**src/rtl/ahb_lite_bus_ctrl.sv**
```systemverilog
// ============================================================================
// Module   : ahb_lite_bus_ctrl
// Purpose  : AHB-Lite decoder + response mux for three slaves plus an
//            internal default slave for unmapped addresses.
// Options  : AHB_DEFAULT_SLAVE_ERR_EN - default slave answers active
//            unmapped transfers with a two-cycle ERROR response.
// Revision : 1.0 - initial release
// ============================================================================
`default_nettype none

module ahb_lite_bus_ctrl #(
    parameter logic [15:0] S0_BASE = 16'h0000,
    parameter logic [15:0] S1_BASE = 16'h4000,
    parameter logic [15:0] S2_BASE = 16'h4001
) (
    input  logic        HCLK,
    input  logic        HRESETn,
    input  logic [31:0] HADDR,
    input  logic [1:0]  HTRANS,
    output logic        HSEL0,
    output logic        HSEL1,
    output logic        HSEL2,
    input  logic        HREADYOUT0,
    input  logic        HREADYOUT1,
    input  logic        HREADYOUT2,
    input  logic        HRESP0,
    input  logic        HRESP1,
    input  logic        HRESP2,
    input  logic [31:0] HRDATA0,
    input  logic [31:0] HRDATA1,
    input  logic [31:0] HRDATA2,
    output logic        HREADY,
    output logic        HRESP,
    output logic [31:0] HRDATA
);

    localparam logic [1:0] c_sel_s0  = 2'd0;
    localparam logic [1:0] c_sel_s1  = 2'd1;
    localparam logic [1:0] c_sel_s2  = 2'd2;
    localparam logic [1:0] c_sel_def = 2'd3;

    logic       w_hit0;
    logic       w_hit1;
    logic       w_hit2;
    logic       w_unmapped;
    logic [1:0] w_asel;
    logic [1:0] r_dsel;
    logic       w_hready;
    logic       w_def_ready;
    logic       w_def_resp;
    logic       w_unused;

    // Priority masking keeps the selects one-hot even if bases are aliased.
    assign w_hit0     = (HADDR[31:16] == S0_BASE);
    assign w_hit1     = (HADDR[31:16] == S1_BASE) & ~w_hit0;
    assign w_hit2     = (HADDR[31:16] == S2_BASE) & ~w_hit0 & ~w_hit1;
    assign w_unmapped = ~(w_hit0 | w_hit1 | w_hit2);

    assign HSEL0 = w_hit0;
    assign HSEL1 = w_hit1;
    assign HSEL2 = w_hit2;

    always_comb begin
        w_asel = c_sel_def;
        if (w_hit0)      w_asel = c_sel_s0;
        else if (w_hit1) w_asel = c_sel_s1;
        else if (w_hit2) w_asel = c_sel_s2;
    end

    always_ff @(posedge HCLK or negedge HRESETn) begin
        if (!HRESETn)      r_dsel <= c_sel_def;
        else if (w_hready) r_dsel <= w_asel;
    end

`ifdef AHB_DEFAULT_SLAVE_ERR_EN
    localparam logic [1:0] c_st_okay = 2'd0;
    localparam logic [1:0] c_st_err1 = 2'd1;
    localparam logic [1:0] c_st_err2 = 2'd2;

    logic [1:0] r_state;
    logic [1:0] w_state_nxt;
    logic       w_err_req;

    assign w_err_req = w_hready & w_unmapped & HTRANS[1];
    assign w_unused  = ^{HADDR[15:0], HTRANS[0]};

    always_ff @(posedge HCLK or negedge HRESETn) begin
        if (!HRESETn) r_state <= c_st_okay;
        else          r_state <= w_state_nxt;
    end

    always_comb begin
        w_state_nxt = r_state;
        case (r_state)
            c_st_okay: if (w_err_req) w_state_nxt = c_st_err1;
            c_st_err1: w_state_nxt = c_st_err2;
            c_st_err2: w_state_nxt = w_err_req ? c_st_err1 : c_st_okay;
            default:   w_state_nxt = c_st_okay;
        endcase
    end

    always_comb begin
        w_def_ready = 1'b1;
        w_def_resp  = 1'b0;
        case (r_state)
            c_st_err1: begin
                w_def_ready = 1'b0;
                w_def_resp  = 1'b1;
            end
            c_st_err2: begin
                w_def_ready = 1'b1;
                w_def_resp  = 1'b1;
            end
            default: begin
                w_def_ready = 1'b1;
                w_def_resp  = 1'b0;
            end
        endcase
    end
`else
    // Without the error option every unmapped transfer completes as OKAY.
    assign w_def_ready = 1'b1;
    assign w_def_resp  = 1'b0;
    assign w_unused    = ^{HADDR[15:0], HTRANS};
`endif

    always_comb begin
        w_hready = w_def_ready;
        HRESP    = w_def_resp;
        HRDATA   = 32'h0;
        case (r_dsel)
            c_sel_s0: begin
                w_hready = HREADYOUT0;
                HRESP    = HRESP0;
                HRDATA   = HRDATA0;
            end
            c_sel_s1: begin
                w_hready = HREADYOUT1;
                HRESP    = HRESP1;
                HRDATA   = HRDATA1;
            end
            c_sel_s2: begin
                w_hready = HREADYOUT2;
                HRESP    = HRESP2;
                HRDATA   = HRDATA2;
            end
            default: begin
                w_hready = w_def_ready;
                HRESP    = w_def_resp;
                HRDATA   = 32'h0;
            end
        endcase
    end

    assign HREADY = w_hready;

endmodule

`default_nettype wire

```
**config.mk**
```make
export PLATFORM = sky130hd
export DESIGN_NAME = ahb_lite_bus_ctrl
export DESIGN_NICKNAME = d
export VERILOG_FILES = /design/src/rtl/ahb_lite_bus_ctrl.sv
export SDC_FILE = /design/constraint.sdc
export NUM_CORES = 1
export LEC_CHECK = 0
export ABC_AREA = 1
export ABC_CLOCK_PERIOD_IN_PS = 3800
export CAP_MARGIN = 0
export CORE_AREA = 2 2 68 70
export CTS_BUF_LIST = sky130_fd_sc_hd__clkbuf_4
export CTS_CLUSTER_DIAMETER = 50
export DETAILED_ROUTE_END_ITERATION = 6
export DIE_AREA = 0 0 70 72
export GPL_TIMING_DRIVEN = 0
export PLACE_DENSITY_LB_ADDON = 0.05
export SLEW_MARGIN = 5
export SYNTH_ARGS = -nofsm -noshare
export SYNTH_HDL_FRONTEND = slang
export SYNTH_SLANG_ARGS = --single-unit
```
**constraint.sdc**
```tcl
create_clock -name HCLK -period 3.8 [get_ports HCLK]
set_input_delay 0.76 -clock HCLK [delete_from_list [all_inputs] [get_ports HCLK]]
set_output_delay 0.76 -clock HCLK [all_outputs]
set_load 0.1 [all_outputs]
```
==> results by group, run 1 <==
Setup path
  • Reg2reg setup slack: 2.60 ns
  • Setup crit start kind: primary input
  • Startpoint of the lowest-slack register-to-register path: r_dsel[0]
  • Required time of the worst setup path: approximately 3 ns
  • Crit path DAT: 2.78 ns
  • Cell depth of the worst flop-to-flop path: 6
  • Start point of the critical path: HADDR[30]
  • Critical-path maximum fanout: 2
  • Kind of critical path: primary input to output port
  • Reg-to-reg endpoint: r_dsel[1]
  • Critical path endpoint category: output port

Clocking
  • Root buffer selected by CTS: sky130_fd_sc_hd__clkbuf_4
  • CTS H-tree depth: 1
  • Clock buffers created by TritonCTS: 3
  • Post-CTS clock slew at the launch and capture registers of the worst setup and hold paths: 0.03 ns
  • Post-CTS setup buffers: 0
  • Number of sinks on the clock net: 2
  • Cells resized by post-CTS repair: 0
  • Clock latency on the worst-skew pair: 0.23 ns
  • Cts hold-fix bufs: 0
  • Maximum clock insertion buffer count: 2
  • CTS tree: done

Routing
  • Sum of routed wire length over all layers: 4860 um
  • Number of nets with antenna violations after detailed routing: 0
  • Initial DRC Count: 59
  • Routed WL per cell: 12.2 um
  • Total via count in the routed design: 1750
  • Number of detailed-route iterations in the first pass: 4
  • Number of DRC violations after detailed routing: 0
  • Via-to-Cell Ratio: 4.39

Timing
  • Worst slew slack as a fraction of its limit: 0.331
  • Endpoints failing hold: 0
  • Ratio of final minimum period to clock period: 0.933
  • Final Slew Violations: 0
  • RSZ-0062 raised after global routing: no
  • Clock Skews: approximately 0.0013 ns
  • Setup Total Neg Slack: 0 ns
  • Total of endpoints with negative setup slack in the final report: 0
  • Measured slew at the worst slew-check pin: about 1 ns
  • Max Clk Rate: 0.282 GHz
  • Final critical path time including I/O delays and setup: 3.54 ns

Synthesis
  • Mean cell area of the mapped netlist: 4.87 um2
  • Synth Area in Compound Gates: 0.00547
  • Parity-gate share of the synthesized area counting xor and xnor cells: 0
  • Fraction of synthesized area in multiplexers: 0
  • Adder-cell area share of the yosys netlist: 0
  • Sequential share of the synthesized area: 0.0575
  • Cell variety after synth: 15
  • Net count after synthesis: 326
  • Count of state elements after synthesis: 2
  • Number of warnings printed during yosys synthesis: 0
  • Largest family of logic cells by synthesized area: simple AND/OR/NAND/NOR gates
  • Instance count of the mapped netlist: 188
  • Area fraction in and, or, nand and nor cells after synthesis: 0.818
  • Total standard cell area after synthesis: 915 um2

Floorplanning
  • Initial core utilization: 0.214
  • Die span in x: 70 um
  • Total Die Area: 5040 um2
  • Total core area: 4260 um2
  • # rows: 24
  • Number of ports placed on the die boundary: ~180
  • Die Ht: 72 um

Min path
  • Class of the tightest hold or removal check: register to register
  • Worst hold path stage count: 5
  • Start point of the worst hold path: r_dsel[0]
  • Min-Delay Endpoint: r_dsel[0]

Global route
  • Wire length of the first global-routing pass: between 7000 and 8000 um
  • Global route overflow: 0
  • Pin count of the biggest net entering global routing: 11
  • Number of antenna violations at the first check in global routing: 0
  • Global routing usage summed across all routing layers: 0.188
  • Number of global-route vias before repair: 1669

Final layout
  • Register with the most flip-flops: r_dsel
  • Layout Area Growth over Synthesis: 180%
  • Largest register FFs: 2
  • Filler Cell Count: ~400
  • Multi-input gate area in the final layout: 753 um2
  • Final std cell area, no fill: around 2600 um2
  • Share of final-layout standard cells stronger than drive strength 1: 0.0663
  • Sequential cell area in the final layout: 52.6 um2
  • Nets@finish: 487
  • Largest registers ranked by flip-flop count: r_dsel x2
  • Antenna diode count: 0

Place
  • Weighted congestion at the end of routability-driven global placement: 0.774
  • Area after DPL: 2540 um2
  • Buffers added on ports: 156
  • Half-perimeter wire length after placement: slightly above 4000 um

Power
  • Static leakage power: 1.07 nW
  • Pwr Density: roughly 800 nW/um2
  • Peak supply drop: 0.000494 V

Outcome
  • Outcome: completed

Run
  • Number of max-capacitance violations reported: 0
[Yosys cell counts]
cell type / instances / share of area
sky130_fd_sc_hd__nor2_4: 1 / 0.012
sky130_fd_sc_hd__nor2_1: 14 / 0.057
sky130_fd_sc_hd__buf_4: 1 / 0.0082
sky130_fd_sc_hd__dfstp_2: 2 / 0.057
sky130_fd_sc_hd__nor2_8: 1 / 0.022
sky130_fd_sc_hd__buf_6: 3 / 0.037
sky130_fd_sc_hd__buf_2: 9 / 0.049
sky130_fd_sc_hd__nand2_1: 79 / 0.32
sky130_fd_sc_hd__nand3_1: 68 / 0.37
sky130_fd_sc_hd__nand2_4: 1 / 0.012
sky130_fd_sc_hd__inv_2: 1 / 0.0041
sky130_fd_sc_hd__inv_1: 5 / 0.021
sky130_fd_sc_hd__o21ai_0: 1 / 0.0055
sky130_fd_sc_hd__nand4_1: 1 / 0.0068
sky130_fd_sc_hd__nand3_2: 1 / 0.011
[worst max-delay path: stages]
cell and delay, ns:
sky130_fd_sc_hd__clkdlybuf4s50_1 0.47, sky130_fd_sc_hd__inv_1 0.04, sky130_fd_sc_hd__nor2_1 0.07, sky130_fd_sc_hd__nand2_1 0.05, sky130_fd_sc_hd__nor2_1 0.12, sky130_fd_sc_hd__nand2_1 0.09, sky130_fd_sc_hd__inv_1 0.06, sky130_fd_sc_hd__clkdlybuf4s50_1 1.12
[cells by family after synthesis]
family,Yosys count
and+or+nand+nor,166
buffers and inverters,19
DFF,2
AOI/OAI and AO/OA,1
[cell type report]
class,instances,area share
tap,52,0.0254
inverter,6,0.00878
buffer,13,0.0337
clock buffer,3,0.00878
sequential,2,0.0205
timing repair buffer,156,0.609
multi-input combinational,167,0.294
[cells in the final DEF (no fill, tap or decap)]
master / instances
sky130_fd_sc_hd__nor2_1: 14
sky130_fd_sc_hd__clkbuf_4: 3
sky130_fd_sc_hd__dfstp_2: 2
sky130_fd_sc_hd__nor2_4: 1
sky130_fd_sc_hd__buf_6: 3
sky130_fd_sc_hd__inv_2: 1
sky130_fd_sc_hd__nand3_2: 1
sky130_fd_sc_hd__o21ai_0: 1
sky130_fd_sc_hd__nand2_1: 79
sky130_fd_sc_hd__buf_4: 1
sky130_fd_sc_hd__nor2_8: 1
sky130_fd_sc_hd__nand3_1: 68
sky130_fd_sc_hd__nand2_4: 1
sky130_fd_sc_hd__clkdlybuf4s50_1: 156
sky130_fd_sc_hd__nand4_1: 1
sky130_fd_sc_hd__buf_2: 9
sky130_fd_sc_hd__inv_1: 5
[through the flow]
| step | util | std cells | hold WS [ns] | power (mW) | worst slack (ns) |
|---|---|---|---|---|---|
| after floorplan | - | 188 | 0.612 | 1.51 | 1.32 |
| after global placement | 0.596 | 396 | 0.805 | 2.01 | 0.253 |
| after detailed placement | 0.596 | 396 | 0.802 | 2.02 | 0.253 |
| after CTS | 0.601 | 399 | 0.810 | 2.07 | 0.245 |
| after global routing | 0.601 | 399 | 0.858 | 2.14 | 0.135 |
| final | 0.601 | 399 | 0.806 | 2.05 | 0.255 |
[worst max-delay path by stage]
stage / to / slack, ns / cells past startpoint
6_report: HSEL1 / 0.26 / 8
5_1_grt: HSEL1 / 0.13 / 8
4_1_cts: HSEL1 / 0.25 / 8
3_5_place_dp: HSEL2 / 0.25 / 8
3_3_place_gp: HSEL2 / 0.25 / 8
2_1_floorplan: HSEL0 / 1.32 / 5
[where the power goes]
part	total [mW]	leakage, nW	internal [mW]	switching, mW
registers	0.0413	0.0211	0.0353	0.00600
logic	1.96	1.04	0.496	1.47
clock network	0.0477	0.0138	0.0349	0.0128
total	2.05	1.07	0.566	1.49
[metal layers]
metal	global-route usage	vias to the layer above	share of wire
met3	0.0361	2	0.078
met2	0.341	79	0.50
met1	0.237	728	0.42
met5	0	-	0
met4	0.0256	0	0.0025
li1	-	941	-
Note: power is estimated with default switching activity, not from simulation.
==> inputs of run 2 (changes only) <==
Settings changed: CTS_BUF_LIST sky130_fd_sc_hd__clkbuf_4 to sky130_fd_sc_hd__clkbuf_4 sky130_fd_sc_hd__clkbuf_8 sky130_fd_sc_hd__clkbuf_16.
==> run 2 against run 1 <==
  * Final area is 0.73% higher
  * Clock power up 73%
  * Power rose by 1.7%
  * Non-clock buffer count unchanged
  * Utilization is 0.44 points higher
  * Flip-flop and latch count unchanged
  * Critical path depth stayed put
  * Clock-buffer cell count stayed put
  * Sequential power is 1% higher
==> results by group, run 2 (same netlist as run 1, synthesis figures left out) <==
Outcome
  • Outcome: completed

Final layout
  • Nets@finish: 487 (unchanged)
  • Register with the most flip-flops: r_dsel
  • Most frequent cells in the layout: sky130_fd_sc_hd__clkdlybuf4s50_1 (156), sky130_fd_sc_hd__nand2_1 (79), sky130_fd_sc_hd__nand3_1 (68)
  • Sequential cell area in the final layout: 52.6 um2 (unchanged)
  • Most common cell after layout, fill and taps aside: sky130_fd_sc_hd__clkdlybuf4s50_1
  • Antenna diode count: 0 (unchanged)
  • Multi-input gate area in the final layout: 753 um2 (unchanged)
  • Cell Count, Final, Fillers Out: 399 (unchanged)
  • Share of final-layout standard cells stronger than drive strength 1: 0.0663 (unchanged)
  • Filler Cell Count: 402 (-0.50%)
  • Largest register FFs: 2 (unchanged)
  • Layout Area Growth over Synthesis: 182%
  • Largest registers ranked by flip-flop count: r_dsel x2

Clocking
  • CTS H-tree depth: 1 (unchanged)
  • Post-CTS clock slew at the launch and capture registers of the worst setup and hold paths: 0.03 ns (about the same)
  • Cts hold-fix bufs: 0 (unchanged)
  • Cells resized by post-CTS repair: 0 (unchanged)
  • Post-CTS setup buffers: 0 (unchanged)
  • Clock latency on the worst-skew pair: 0.21 ns (-0.02 ns)
  • Clock buffers created by TritonCTS: 3 (unchanged)
  • Number of sinks on the clock net: 2 (unchanged)
  • Maximum clock insertion buffer count: 2 (unchanged)
  • Root buffer selected by CTS: sky130_fd_sc_hd__clkbuf_8
  • CTS tree: done

Floorplanning
  • Number of ports placed on the die boundary: 175 (unchanged)
  • Initial core utilization: 0.214 (unchanged)
  • # rows: 24 (unchanged)
  • Die Ht: 72 um (unchanged)
  • Die span in x: 70 um (unchanged)
  • Total core area: 4260 um2 (unchanged)
  • Total Die Area: 5040 um2 (unchanged)

Timing
  • Setup Total Neg Slack: 0 ns (unchanged)
  • Measured slew at the worst slew-check pin: 1.00 ns (unchanged)
  • Endpoints failing hold: 0 (unchanged)
  • Clock Skews: 0.00115 ns (-0.000169 ns)
  • Max Clk Rate: 0.282 GHz (-0.11%)
  • Ratio of final minimum period to clock period: 0.934 (+0.00103)
  • Worst slew slack as a fraction of its limit: 0.331 (unchanged)
  • RSZ-0062 raised after global routing: no
  • Worst-case hold slack: 0.801 ns (-0.00418 ns)
  • Final Slew Violations: 0 (unchanged)
  • Total of endpoints with negative setup slack in the final report: 0 (unchanged)
  • Final critical path time including I/O delays and setup: 3.55 ns (+0.00392 ns)

Setup path
  • Max stage delay on crit path: 1.12 ns (about the same)
  • Cell family with the largest share of critical-path delay: buffers and inverters
  • Setup crit start kind: primary input
  • Required time of the worst setup path: 3.04 ns (about the same)
  • Crit path DAT: 2.79 ns (about the same)
  • Cell depth of the worst flop-to-flop path: 4 (-2)
  • Critical-path maximum fanout: 2 (unchanged)
  • Critical path endpoint category: output port
  • Kind of critical path: primary input to output port
  • Crit. path cell count: 8 (unchanged)
  • CP Buf/Inv Count: 4 (unchanged)
  • Critical-path cell with the highest stage delay: sky130_fd_sc_hd__clkdlybuf4s50_1
  • Cell chain of the critical path: clkdlybuf4s50_1 > inv_1 > nor2_1 > nand2_1 > nor2_1 > nand2_1 > inv_1 > clkdlybuf4s50_1

Power
  • Internal power: 0.598 mW (+5.7%)
  • Sequential group share of total power: 0.020 (about the same)
  • Switching part of the total: 0.714 (-0.0108)
  • Pwr Density: 809 nW/um2 (+0.96%)
  • Static leakage power: 1.08 nW (+0.72%)
  • Part of the power in combinational logic: 0.941 (-0.016)
  • Peak supply drop: 0.000495 V (+0.26%)
  • Sum of internal, switching and leakage power: 2.09 mW (+1.7%)
  • Switching power total: 1.49 mW (+0.18%)
  • Portion of total power attributed to the clock network: 0.039 (+0.016)

Global route
  • Global routing usage summed across all routing layers: 0.187 (-0.000931)
  • Pin count of the biggest net entering global routing: 11 (unchanged)
  • Number of antenna violations at the first check in global routing: 0 (unchanged)
  • Wire length of the first global-routing pass: 7800 um (-0.17%)
  • Global route overflow: 0 (unchanged)
  • Number of global-route vias before repair: 1672 (+0.18%)

Place
  • Buffers added on ports: 156 (unchanged)
  • Cell Count Post-Placement: 396 (unchanged)
  • Weighted congestion at the end of routability-driven global placement: 0.774 (unchanged)
  • Half-perimeter wire length after placement: 4140 um (unchanged)

Routing
  • Number of detailed-route iterations in the first pass: 4 (unchanged)
  • Initial DRC Count: 66 (+12%)
  • Number of DRC violations after detailed routing: 0 (unchanged)
  • Sum of routed wire length over all layers: 4880 um (+0.56%)
  • Number of nets with antenna violations after detailed routing: 0 (unchanged)
  • Via-to-Cell Ratio: 4.40 (+0.34%)
  • Routed WL per cell: 12.2 um (+0.56%)
  • Total via count in the routed design: 1756 (+0.34%)

Run
  • Number of max-capacitance violations reported: 0 (unchanged)

Min path
  • Class of the tightest hold or removal check: register to register
  • Worst hold path stage count: 5 (unchanged)
-- run 2: cell counts in the layout (fill, tap and decap cells not counted) --
Identical to the previous run, type by type.
-- run 2: metrics by stage --
step                 util  setup slack (ns)  area [um2]
finish              0.606             0.251        2580
global route        0.606             0.135        2580
CTS                 0.606             0.245        2580
detailed placement  0.596             0.253        2540
global placement    0.596             0.253        2540
floorplan               -              1.32         915
-- run 2: area by class of cell --
class | instances | area share
Buffer | 13 | 0.0334
Clock buffer | 3 | 0.0160
Inverter | 6 | 0.00872
Multi-Input combinational cell | 167 | 0.292
Sequential cell | 2 | 0.0203
Tap cell | 52 | 0.0252
Timing Repair Buffer | 156 | 0.605
-- run 2: final timing paths --
check,start,endpoint,slack (ns)
setup / recovery,HADDR[30],HSEL1,0.25
hold / removal,r_dsel[0],r_dsel[0],0.80
setup reg to reg,r_dsel[1],r_dsel[1],2.59
hold reg to reg,r_dsel[0],r_dsel[0],0.80
max in group asynchronous,HRESETn,r_dsel[0],2.88
min in group asynchronous,HRESETn,r_dsel[1],0.90
-- run 2: routing by layer --
layer	track usage	share of wire	wire, um	up-vias
met5	0	0	0	-
met4	0.0192	0.0016	8	0
met3	0.0361	0.078	382	2
met2	0.342	0.50	2440	81
met1	0.236	0.42	2050	733
li1	-	-	-	940
-- run 2: power by group through the flow --
stage	clock, mW	combinational, mW	sequential [mW]
4_1_cts	0.0851	1.98	0.0420
3_5_place_dp	0	1.97	0.0417
3_3_place_gp	0	1.97	0.0416
2_1_floorplan	0	1.47	0.0410
5_1_grt	0.0881	2.04	0.0432
6_report	0.0824	1.96	0.0417
-- run 2: worst register-to-register path: stages (launching register included) --
cell,delay [ns]
sky130_fd_sc_hd__dfstp_2,0.51
sky130_fd_sc_hd__buf_4,0.19
sky130_fd_sc_hd__buf_2,0.25
sky130_fd_sc_hd__nand4_1,0.11
sky130_fd_sc_hd__nand2_1,0.09
==> inputs of run 3 (changes only) <==
Settings changed: CAP_MARGIN 0 to not set.
==> results of run 3 <==
Final layout, timing and power as in run 2 (identical DEF).
